`config.mk`:
```
export PLATFORM = sky130hd
export DESIGN_NAME = debug_memif_responder_flat
export DESIGN_NICKNAME = d
export VERILOG_FILES = /design/src/rtl/debug_memif_responder_pkg.sv /design/src/rtl/debug_memif_responder_if.sv /design/src/rtl/debug_memif_req_fifo.sv /design/src/rtl/debug_memif_responder.sv /design/src/flat_wrapper.sv
export SDC_FILE = /design/constraint.sdc
export NUM_CORES = 1
export LEC_CHECK = 0
export ABC_AREA = 1
export CORE_ASPECT_RATIO = 0.75
export CORE_MARGIN = 3
export CORE_UTILIZATION = 40
export DETAILED_ROUTE_END_ITERATION = 10
export HOLD_SLACK_MARGIN = 0.05
export MAX_ROUTING_LAYER = met4
export PLACE_DENSITY = 0.78
export SYNTH_ARGS = -nofsm -noshare
export SYNTH_HDL_FRONTEND = slang
export SYNTH_SLANG_ARGS = --single-unit
```
`constraint.sdc`:
```
create_clock -name iCLOCK -period 3.99 [get_ports iCLOCK]
set_input_delay 1.197 -clock iCLOCK [delete_from_list [all_inputs] [get_ports iCLOCK]]
set_output_delay 1.197 -clock iCLOCK [all_outputs]
set_load 0.02 [all_outputs]
```
`src/rtl/debug_memif_responder_pkg.sv`:
```
// -----------------------------------------------------------------------------
// debug_memif_responder_pkg
// Shared definitions for the debug memory-interface responder:
//   - issue FSM state encoding (RUN, WAIT_RD)
//   - request FIFO entry layout (62 bits) and its field offsets
//   - helper to pack a request into an entry
// -----------------------------------------------------------------------------
package debug_memif_responder_pkg;

    typedef enum logic {
        ST_RUN     = 1'b0,
        ST_WAIT_RD = 1'b1
    } state_t;

    localparam int unsigned ENTRY_W   = 62;
    localparam int unsigned DATA_LSB  = 0;
    localparam int unsigned ADDR_LSB  = 32;
    localparam int unsigned MASK_LSB  = 57;
    localparam int unsigned RW_BIT    = 61;

    // Field order matches the offsets above (MSB first).
    typedef struct packed {
        logic        rw;
        logic [3:0]  mask;
        logic [24:0] addr;
        logic [31:0] data;
    } entry_t;

    function automatic entry_t pack_entry(
        input logic        rw,
        input logic [3:0]  mask,
        input logic [24:0] addr,
        input logic [31:0] data
    );
        entry_t e;
        e.rw   = rw;
        e.mask = mask;
        e.addr = addr;
        e.data = data;
        return e;
    endfunction

endpackage

```
`src/rtl/debug_memif_responder_if.sv`:
```
// -----------------------------------------------------------------------------
// debug_memif_responder_if
// Bundles the debug request channel and the memory-controller port.
//   slave  : responder view (debug_memif_responder)
//   master : environment view (debug initiator + memory controller)
// Debug side : iDEBUG_MEMIF_REQ_* in, oDEBUG_MEMIF_REQ_LOCK / oDEBUG_MEMIF_RD_* out
// Memory side: oMEM_* out, iMEM_BUSY / iMEM_RD_VALID / iMEM_RD_DATA in
// -----------------------------------------------------------------------------
interface debug_memif_responder_if;

    logic        iDEBUG_MEMIF_REQ_VALID;
    logic        iDEBUG_MEMIF_REQ_DQM0;
    logic        iDEBUG_MEMIF_REQ_DQM1;
    logic        iDEBUG_MEMIF_REQ_DQM2;
    logic        iDEBUG_MEMIF_REQ_DQM3;
    logic        iDEBUG_MEMIF_REQ_RW;
    logic [24:0] iDEBUG_MEMIF_REQ_ADDR;
    logic [31:0] iDEBUG_MEMIF_REQ_DATA;
    logic        oDEBUG_MEMIF_REQ_LOCK;
    logic        oDEBUG_MEMIF_RD_VALID;
    logic [31:0] oDEBUG_MEMIF_RD_DATA;

    logic        oMEM_REQ;
    logic        oMEM_RW;
    logic [3:0]  oMEM_MASK;
    logic [24:0] oMEM_ADDR;
    logic [31:0] oMEM_DATA;
    logic        iMEM_BUSY;
    logic        iMEM_RD_VALID;
    logic [31:0] iMEM_RD_DATA;

    modport slave (
        input  iDEBUG_MEMIF_REQ_VALID, iDEBUG_MEMIF_REQ_DQM0, iDEBUG_MEMIF_REQ_DQM1,
               iDEBUG_MEMIF_REQ_DQM2, iDEBUG_MEMIF_REQ_DQM3, iDEBUG_MEMIF_REQ_RW,
               iDEBUG_MEMIF_REQ_ADDR, iDEBUG_MEMIF_REQ_DATA,
               iMEM_BUSY, iMEM_RD_VALID, iMEM_RD_DATA,
        output oDEBUG_MEMIF_REQ_LOCK, oDEBUG_MEMIF_RD_VALID, oDEBUG_MEMIF_RD_DATA,
               oMEM_REQ, oMEM_RW, oMEM_MASK, oMEM_ADDR, oMEM_DATA
    );

    modport master (
        output iDEBUG_MEMIF_REQ_VALID, iDEBUG_MEMIF_REQ_DQM0, iDEBUG_MEMIF_REQ_DQM1,
               iDEBUG_MEMIF_REQ_DQM2, iDEBUG_MEMIF_REQ_DQM3, iDEBUG_MEMIF_REQ_RW,
               iDEBUG_MEMIF_REQ_ADDR, iDEBUG_MEMIF_REQ_DATA,
               iMEM_BUSY, iMEM_RD_VALID, iMEM_RD_DATA,
        input  oDEBUG_MEMIF_REQ_LOCK, oDEBUG_MEMIF_RD_VALID, oDEBUG_MEMIF_RD_DATA,
               oMEM_REQ, oMEM_RW, oMEM_MASK, oMEM_ADDR, oMEM_DATA
    );

endinterface

```
`src/rtl/debug_memif_req_fifo.sv`:
```
// -----------------------------------------------------------------------------
// debug_memif_req_fifo
// Synchronous request FIFO, FIFO_DEPTH entries (power of two), first-word
// fall-through: o_data always shows the head entry.
// Ports:
//   i_clk, i_rst      clock, asynchronous active-high reset
//   i_push, i_data    write strobe / entry (ignored when full)
//   i_pop             remove head (ignored when empty)
//   o_data            head entry
//   o_full, o_empty   status
//   o_count           occupancy, FIFO_DEPTH_N+1 bits
// -----------------------------------------------------------------------------
module debug_memif_req_fifo
    import debug_memif_responder_pkg::*;
#(
    parameter int FIFO_DEPTH   = 4,
    parameter int FIFO_DEPTH_N = 2,
    parameter int W            = ENTRY_W
) (
    input  logic                  i_clk,
    input  logic                  i_rst,
    input  logic                  i_push,
    input  logic [W-1:0]          i_data,
    input  logic                  i_pop,
    output logic [W-1:0]          o_data,
    output logic                  o_full,
    output logic                  o_empty,
    output logic [FIFO_DEPTH_N:0] o_count
);

    localparam logic [FIFO_DEPTH_N:0] FULL_CNT = (FIFO_DEPTH_N + 1)'(FIFO_DEPTH);

    logic [W-1:0]            r_mem [FIFO_DEPTH];
    logic [FIFO_DEPTH_N-1:0] r_wr_ptr;
    logic [FIFO_DEPTH_N-1:0] r_rd_ptr;
    logic [FIFO_DEPTH_N:0]   r_count;
    logic                    w_do_push;
    logic                    w_do_pop;

    assign o_full    = (r_count == FULL_CNT);
    assign o_empty   = (r_count == '0);
    assign o_count   = r_count;
    assign o_data    = r_mem[r_rd_ptr];
    assign w_do_push = i_push && !o_full;
    assign w_do_pop  = i_pop && !o_empty;

    // Storage carries no reset; consumers qualify the head with o_empty.
    always_ff @(posedge i_clk) begin
        if (w_do_push) begin
            r_mem[r_wr_ptr] <= i_data;
        end
    end

    // Pointers are FIFO_DEPTH_N bits wide, so they wrap modulo FIFO_DEPTH.
    always_ff @(posedge i_clk or posedge i_rst) begin
        if (i_rst) begin
            r_wr_ptr <= '0;
            r_rd_ptr <= '0;
            r_count  <= '0;
        end else begin
            if (w_do_push) begin
                r_wr_ptr <= r_wr_ptr + 1'b1;
            end
            if (w_do_pop) begin
                r_rd_ptr <= r_rd_ptr + 1'b1;
            end
            case ({w_do_push, w_do_pop})
                2'b10:   r_count <= r_count + 1'b1;
                2'b01:   r_count <= r_count - 1'b1;
                default: r_count <= r_count;
            endcase
        end
    end

endmodule

```
`src/rtl/debug_memif_responder.sv`:
```
// -----------------------------------------------------------------------------
// debug_memif_responder
// Target-side endpoint of the debug memory-interface request channel.
// Buffers byte-masked read/write requests in a FIFO and issues them in order
// to the memory controller; returns read data to the initiator. Backpressure
// uses LOCK = FIFO full || read pending (registered state only).
// Ports:
//   iCLOCK, iRESET  clock, asynchronous active-high reset
//   bus             debug_memif_responder_if.slave (request channel + memory port)
//   oERROR          sticky protocol-violation flag, cleared only by reset
// Build option:
//   DEBUG_MEMIF_RESPONDER_READ_EN  defined   -> full read path
//                                  undefined -> write-only; reads are dropped
//                                               at the FIFO input and flag oERROR
// -----------------------------------------------------------------------------
module debug_memif_responder
    import debug_memif_responder_pkg::*;
#(
    parameter int FIFO_DEPTH   = 4,
    parameter int FIFO_DEPTH_N = 2
) (
    input  logic                          iCLOCK,
    input  logic                          iRESET,
    debug_memif_responder_if.slave        bus,
    output logic                          oERROR
);

    entry_t                w_in;
    entry_t                w_head;
    logic [ENTRY_W-1:0]    w_fifo_dout;
    logic                  w_full;
    logic                  w_empty;
    logic [FIFO_DEPTH_N:0] w_count;
    logic                  w_lock;
    logic                  w_accept;
    logic                  w_push;
    logic                  w_pop;
    logic                  w_req;
    logic                  r_err;
    logic                  w_unused;

    assign w_in = pack_entry(bus.iDEBUG_MEMIF_REQ_RW,
                             {bus.iDEBUG_MEMIF_REQ_DQM0, bus.iDEBUG_MEMIF_REQ_DQM1,
                              bus.iDEBUG_MEMIF_REQ_DQM2, bus.iDEBUG_MEMIF_REQ_DQM3},
                             bus.iDEBUG_MEMIF_REQ_ADDR,
                             bus.iDEBUG_MEMIF_REQ_DATA);

    assign w_head   = w_fifo_dout;
    assign w_accept = bus.iDEBUG_MEMIF_REQ_VALID && !w_lock;
    assign w_pop    = w_req && !bus.iMEM_BUSY;

    debug_memif_req_fifo #(
        .FIFO_DEPTH   (FIFO_DEPTH),
        .FIFO_DEPTH_N (FIFO_DEPTH_N),
        .W            (ENTRY_W)
    ) u_fifo (
        .i_clk   (iCLOCK),
        .i_rst   (iRESET),
        .i_push  (w_push),
        .i_data  (w_in),
        .i_pop   (w_pop),
        .o_data  (w_fifo_dout),
        .o_full  (w_full),
        .o_empty (w_empty),
        .o_count (w_count)
    );

    // Memory-side fields read zero whenever no request is presented.
    assign bus.oMEM_REQ  = w_req;
    assign bus.oMEM_MASK = w_req ? w_head.mask : '0;
    assign bus.oMEM_ADDR = w_req ? w_head.addr : '0;
    assign bus.oMEM_DATA = w_req ? w_head.data : '0;
    assign bus.oDEBUG_MEMIF_REQ_LOCK = w_lock;
    assign oERROR = r_err;

`ifdef DEBUG_MEMIF_RESPONDER_READ_EN

    state_t      r_state;
    logic        r_rd_pending;
    logic        r_rd_valid;
    logic [31:0] r_rd_data;

    assign w_lock   = w_full || r_rd_pending;
    assign w_push   = w_accept;
    assign w_req    = (r_state == ST_RUN) && !w_empty;
    assign w_unused = ^w_count;

    assign bus.oMEM_RW               = w_req ? w_head.rw : 1'b0;
    assign bus.oDEBUG_MEMIF_RD_VALID = r_rd_valid;
    assign bus.oDEBUG_MEMIF_RD_DATA  = r_rd_data;

    // rd_pending drops on the edge that ends the RD_VALID pulse, so LOCK is
    // released one cycle after the pulse.
    always_ff @(posedge iCLOCK or posedge iRESET) begin
        if (iRESET) begin
            r_state      <= ST_RUN;
            r_rd_pending <= 1'b0;
            r_rd_valid   <= 1'b0;
            r_rd_data    <= '0;
            r_err        <= 1'b0;
        end else begin
            r_rd_valid <= 1'b0;

            if (w_accept && !bus.iDEBUG_MEMIF_REQ_RW) begin
                r_rd_pending <= 1'b1;
            end else if (r_rd_valid) begin
                r_rd_pending <= 1'b0;
            end

            case (r_state)
                ST_RUN: begin
                    if (w_pop && !w_head.rw) begin
                        r_state <= ST_WAIT_RD;
                    end
                end
                ST_WAIT_RD: begin
                    if (bus.iMEM_RD_VALID) begin
                        r_rd_data  <= bus.iMEM_RD_DATA;
                        r_rd_valid <= 1'b1;
                        r_state    <= ST_RUN;
                    end
                end
                default: r_state <= ST_RUN;
            endcase

            if ((bus.iDEBUG_MEMIF_REQ_VALID && w_lock) ||
                (bus.iMEM_RD_VALID && (r_state != ST_WAIT_RD))) begin
                r_err <= 1'b1;
            end
        end
    end

`else

    assign w_lock   = w_full;
    assign w_push   = w_accept && bus.iDEBUG_MEMIF_REQ_RW;
    assign w_req    = !w_empty;
    assign w_unused = ^{w_count, w_head.rw, bus.iMEM_RD_DATA};

    assign bus.oMEM_RW               = 1'b1;
    assign bus.oDEBUG_MEMIF_RD_VALID = 1'b0;
    assign bus.oDEBUG_MEMIF_RD_DATA  = '0;

    // Write-only build: any read request or read return is a violation.
    always_ff @(posedge iCLOCK or posedge iRESET) begin
        if (iRESET) begin
            r_err <= 1'b0;
        end else if ((bus.iDEBUG_MEMIF_REQ_VALID && w_lock) ||
                     (w_accept && !bus.iDEBUG_MEMIF_REQ_RW) ||
                     bus.iMEM_RD_VALID) begin
            r_err <= 1'b1;
        end
    end

`endif

endmodule

```
`src/flat_wrapper.sv`:
```
// flat-port wrapper written by rule: the top's interface ports become plain ports
module debug_memif_responder_flat import debug_memif_responder_pkg::*;
#(
    parameter int FIFO_DEPTH   = 4,
    parameter int FIFO_DEPTH_N = 2
)
  (iCLOCK, iRESET, oERROR, bus_iDEBUG_MEMIF_REQ_VALID, bus_iDEBUG_MEMIF_REQ_DQM0, bus_iDEBUG_MEMIF_REQ_DQM1, bus_iDEBUG_MEMIF_REQ_DQM2, bus_iDEBUG_MEMIF_REQ_DQM3, bus_iDEBUG_MEMIF_REQ_RW, bus_iDEBUG_MEMIF_REQ_ADDR, bus_iDEBUG_MEMIF_REQ_DATA, bus_iMEM_BUSY, bus_iMEM_RD_VALID, bus_iMEM_RD_DATA, bus_oDEBUG_MEMIF_REQ_LOCK, bus_oDEBUG_MEMIF_RD_VALID, bus_oDEBUG_MEMIF_RD_DATA, bus_oMEM_REQ, bus_oMEM_RW, bus_oMEM_MASK, bus_oMEM_ADDR, bus_oMEM_DATA);
  debug_memif_responder_if bus_i ();
  input  logic iCLOCK;
  input  logic iRESET;
  output logic oERROR;
  input wire logic [$bits(bus_i.iDEBUG_MEMIF_REQ_VALID)-1:0] bus_iDEBUG_MEMIF_REQ_VALID;
  input wire logic [$bits(bus_i.iDEBUG_MEMIF_REQ_DQM0)-1:0] bus_iDEBUG_MEMIF_REQ_DQM0;
  input wire logic [$bits(bus_i.iDEBUG_MEMIF_REQ_DQM1)-1:0] bus_iDEBUG_MEMIF_REQ_DQM1;
  input wire logic [$bits(bus_i.iDEBUG_MEMIF_REQ_DQM2)-1:0] bus_iDEBUG_MEMIF_REQ_DQM2;
  input wire logic [$bits(bus_i.iDEBUG_MEMIF_REQ_DQM3)-1:0] bus_iDEBUG_MEMIF_REQ_DQM3;
  input wire logic [$bits(bus_i.iDEBUG_MEMIF_REQ_RW)-1:0] bus_iDEBUG_MEMIF_REQ_RW;
  input wire logic [$bits(bus_i.iDEBUG_MEMIF_REQ_ADDR)-1:0] bus_iDEBUG_MEMIF_REQ_ADDR;
  input wire logic [$bits(bus_i.iDEBUG_MEMIF_REQ_DATA)-1:0] bus_iDEBUG_MEMIF_REQ_DATA;
  input wire logic [$bits(bus_i.iMEM_BUSY)-1:0] bus_iMEM_BUSY;
  input wire logic [$bits(bus_i.iMEM_RD_VALID)-1:0] bus_iMEM_RD_VALID;
  input wire logic [$bits(bus_i.iMEM_RD_DATA)-1:0] bus_iMEM_RD_DATA;
  output wire logic [$bits(bus_i.oDEBUG_MEMIF_REQ_LOCK)-1:0] bus_oDEBUG_MEMIF_REQ_LOCK;
  output wire logic [$bits(bus_i.oDEBUG_MEMIF_RD_VALID)-1:0] bus_oDEBUG_MEMIF_RD_VALID;
  output wire logic [$bits(bus_i.oDEBUG_MEMIF_RD_DATA)-1:0] bus_oDEBUG_MEMIF_RD_DATA;
  output wire logic [$bits(bus_i.oMEM_REQ)-1:0] bus_oMEM_REQ;
  output wire logic [$bits(bus_i.oMEM_RW)-1:0] bus_oMEM_RW;
  output wire logic [$bits(bus_i.oMEM_MASK)-1:0] bus_oMEM_MASK;
  output wire logic [$bits(bus_i.oMEM_ADDR)-1:0] bus_oMEM_ADDR;
  output wire logic [$bits(bus_i.oMEM_DATA)-1:0] bus_oMEM_DATA;
  assign bus_i.iDEBUG_MEMIF_REQ_VALID = bus_iDEBUG_MEMIF_REQ_VALID;
  assign bus_i.iDEBUG_MEMIF_REQ_DQM0 = bus_iDEBUG_MEMIF_REQ_DQM0;
  assign bus_i.iDEBUG_MEMIF_REQ_DQM1 = bus_iDEBUG_MEMIF_REQ_DQM1;
  assign bus_i.iDEBUG_MEMIF_REQ_DQM2 = bus_iDEBUG_MEMIF_REQ_DQM2;
  assign bus_i.iDEBUG_MEMIF_REQ_DQM3 = bus_iDEBUG_MEMIF_REQ_DQM3;
  assign bus_i.iDEBUG_MEMIF_REQ_RW = bus_iDEBUG_MEMIF_REQ_RW;
  assign bus_i.iDEBUG_MEMIF_REQ_ADDR = bus_iDEBUG_MEMIF_REQ_ADDR;
  assign bus_i.iDEBUG_MEMIF_REQ_DATA = bus_iDEBUG_MEMIF_REQ_DATA;
  assign bus_i.iMEM_BUSY = bus_iMEM_BUSY;
  assign bus_i.iMEM_RD_VALID = bus_iMEM_RD_VALID;
  assign bus_i.iMEM_RD_DATA = bus_iMEM_RD_DATA;
  assign bus_oDEBUG_MEMIF_REQ_LOCK = bus_i.oDEBUG_MEMIF_REQ_LOCK;
  assign bus_oDEBUG_MEMIF_RD_VALID = bus_i.oDEBUG_MEMIF_RD_VALID;
  assign bus_oDEBUG_MEMIF_RD_DATA = bus_i.oDEBUG_MEMIF_RD_DATA;
  assign bus_oMEM_REQ = bus_i.oMEM_REQ;
  assign bus_oMEM_RW = bus_i.oMEM_RW;
  assign bus_oMEM_MASK = bus_i.oMEM_MASK;
  assign bus_oMEM_ADDR = bus_i.oMEM_ADDR;
  assign bus_oMEM_DATA = bus_i.oMEM_DATA;
  debug_memif_responder #(.FIFO_DEPTH(FIFO_DEPTH), .FIFO_DEPTH_N(FIFO_DEPTH_N)) u_core (.iCLOCK(iCLOCK), .iRESET(iRESET), .bus(bus_i), .oERROR(oERROR));
endmodule
```
==> results.sh <==
export IMPL_status="completed"
export IMPL_worst_pin_slew_ps=613
export IMPL_worstPathRequired_ps=2790
export IMPL_ys_seq_elements=252
export IMPL_cp_end_kind="primary output"
export IMPL_power_density_nw_per_um2=738
export IMPL_die_area_sq_um=30100
export IMPL_reg2reg_setup_slack_ps=1750
export IMPL_routed_via_count=7210
export IMPL_synth_seq_area_share_pct=67.2
export IMPL_layout_drive_gt1_share_pct=8.01
export IMPL_wire_per_inst_um=15.1
export IMPL_min_period_ps=3830
export IMPL_portBuffers=130
export IMPL_power_frac_comb_pct=42.1
export IMPL_grtUsageTotal_pct=15.7
export IMPL_synth_distinct_cells=24
export IMPL_r2r_cells=10
export IMPL_routed_wl_mm=23.5
export IMPL_drt_iter0_drc=365
export IMPL_io_pins=197
export IMPL_die_y_um=151
export IMPL_cts_tree="done"
export IMPL_cap_violations=0
export IMPL_fmax_ghz=0.261
export IMPL_cts_path_max_buffers=3
export IMPL_grt_overflow=0
export IMPL_clock_sinks=252
export IMPL_rsz0062_at_grt="no"
export IMPL_nNetsFinal=1298
export IMPL_fp_coreArea_sq_um=27300
export IMPL_finalCoreUtilization_pct=50.3
export IMPL_netSwitchingFraction_pct=36.3
export IMPL_first_pass_iters=4
export IMPL_grt_pass1_vias=7014
export IMPL_p_seq_share_pct=32.9
export IMPL_intPower_mw=6.44
export IMPL_min_from="u_core.oERROR"
export IMPL_min_to="u_core.oERROR"
export IMPL_post_dp_hpwl_mm=13.7
export IMPL_area_sequential_sq_um=7530
export IMPL_cts_hold_buffers=0
export IMPL_ir_drop_v=0.000470
export IMPL_grt_pass1_wl_mm=35.9
export IMPL_critPathLaunchType="flop"
export IMPL_start_util_pct=41.1
export IMPL_ys_warnings_count=0
export IMPL_antenna_found_initial=1
export IMPL_fin_area_sq_um=13700
export IMPL_clk_pin_slew_worst_paths_ps=60
export IMPL_r2r_end="u_core.u_fifo.o_count[2]"
export IMPL_synthToLayoutAreaGrowth_pct=22.3
export IMPL_finClkSkew_ps=7.60
export IMPL_rows=52
export IMPL_viasPerCell=4.61
export IMPL_dpl_cell_count=1515
export IMPL_cp_max_fo=63
export IMPL_power_leakage_nw=5.90
export IMPL_numCtsBuffers=26
export IMPL_period_share_pct=95.9
export IMPL_remaining_drc_errors=0
export IMPL_fp_dieW_um=199
export IMPL_power_switching_mw=3.68
export IMPL_min_path_cells=2
export IMPL_gp_congestion=0.723
export IMPL_place_area_sq_um=12800
export IMPL_avgSynthCellArea_sq_um=10.5
export IMPL_crit_arrival_ps=2630
export IMPL_path_class="reg -> out"
export IMPL_cts_root_buf="clkbuf_16"
export IMPL_fillers=2338
export IMPL_finalSetupTns_ps=0
export IMPL_max_slew_margin_pct=59.1
export IMPL_setup_violations=0
export IMPL_synthCells=1063
export IMPL_timing_hold_ws_ps=472
export IMPL_postRouteAntennaNets=0
export IMPL_layout_cells_non_filler=1563
export IMPL_clock_latency_ps=520
export IMPL_pwr_share_clk_pct=25.0
export IMPL_slew_violations=0
export IMPL_synth_area_sq_um=11200
export IMPL_htree_num_levels=1
export IMPL_r2r_start="u_core.u_fifo.o_count[1]"
export IMPL_multi_input_comb_area_sq_um=2320
export IMPL_finalHoldViolations=0
export IMPL_hp_class="reg -> reg"
export IMPL_grt_max_degree=64
## per-layer routing
metal  vias up  wire (um)  track usage (%)
li1       3552          -                -
met5         -          0                -
met4         0        621             4.35
met3        41       1340             2.76
met1      3406       9870             18.7
met2       211      11700             27.7
## Yosys cell counts (all sizes together)
cell | number | area, sq um
fa | 1 | 20.0
nand3 | 127 | 681
conb | 2 | 7.51
nor2 | 5 | 18.8
xnor2 | 2 | 17.5
nand4 | 3 | 18.8
inv | 263 | 990
buf | 64 | 464
clkbuf | 16 | 60.1
dfrtp | 8 | 200
a21oi | 61 | 335
o21ai | 2 | 10.0
edfxtp | 244 | 7330
nand2 | 260 | 996
ha | 5 | 62.6
## worst max path at each step
stage	startpoint	endpoint	cells past startpoint
2_1_floorplan	bus_iDEBUG_MEMIF_REQ_VALID	u_core.u_fifo.r_mem[0][0]	2
3_3_place_gp	u_core.u_fifo.r_rd_ptr[0]	bus_oMEM_ADDR[10]	6
3_5_place_dp	u_core.u_fifo.r_rd_ptr[0]	bus_oMEM_ADDR[17]	6
4_1_cts	u_core.u_fifo.r_rd_ptr[0]	bus_oMEM_ADDR[17]	6
5_1_grt	u_core.u_fifo.r_rd_ptr[0]	bus_oMEM_ADDR[10]	6
6_report	u_core.u_fifo.r_rd_ptr[0]	bus_oMEM_ADDR[17]	6
## registers in the layout, summed over array words and instances (netlist names)
register / count
u_core.oERROR: 1
u_core.u_fifo.r_wr_ptr: 2
u_core.u_fifo.r_rd_ptr: 2
u_core.u_fifo.o_count: 3
u_core.u_fifo.r_mem: 244
## worst max-delay path, cell delays in order, from the launching register on
cell and delay (ps):
dfrtp_4 590, inv_4 180, buf_12 250, nand2_1 100, nand3_1 70, a21oi_1 240
clkdlybuf4s50_1 660
## power by group through the flow
stage          clock [mW]  combinational, mW  sequential, mW
4_1_cts              2.59               4.28            3.34
3_3_place_gp            0               4.18            3.38
2_1_floorplan           0               2.60            3.34
5_1_grt              2.71               4.63            3.35
3_5_place_dp            0               4.25            3.39
6_report             2.53               4.26            3.32
## area by class of cell
type	instances	area share (%)
multi-input combinational	500	16.9
clock inverter	13	1.44
sequential	252	54.9
clock buffer	33	5.17
antenna	1	0.0183
tap	351	3.20
timing repair buffer	150	11.1
inverter	263	7.22
## placed cells by master, fill, tap and decap left out, types with 9 or more instances in the layout
master,n
a21oi_1,53
buf_4,13
clkbuf_16,27
clkdlybuf4s50_1,130
conb_1,34
edfxtp_1,244
inv_1,257
nand2_1,252
nand3_1,118
nand3_2,9
## cell families (layout without fill, tap and decap cells)
logic type / after synthesis / in the layout / synth area share [%]
simple gates: 395 / 395 / 15.3
buf+inv: 343 / 459 / 13.5
flops: 252 / 252 / 67.2
compound gates: 63 / 63 / 3.08
fa+ha+maj: 6 / 6 / 0.737
other cells: 2 / 35 / 0.0670
xor+xnor: 2 / 2 / 0.156
## metrics by stage
stage	setup slack [ps]	power [mW]
final	164	10.1
after global routing	16.3	10.7
after CTS	3.74	10.2
after detailed placement	590	7.64
after global placement	590	7.56
after floorplan	-463	5.95
## timing repair
action                     CTS  global route
setup endpoints to repair    0            18
resized for setup            0             1
setup buffers                0             1
No activity file was read; power rests on OpenSTA's default activity.
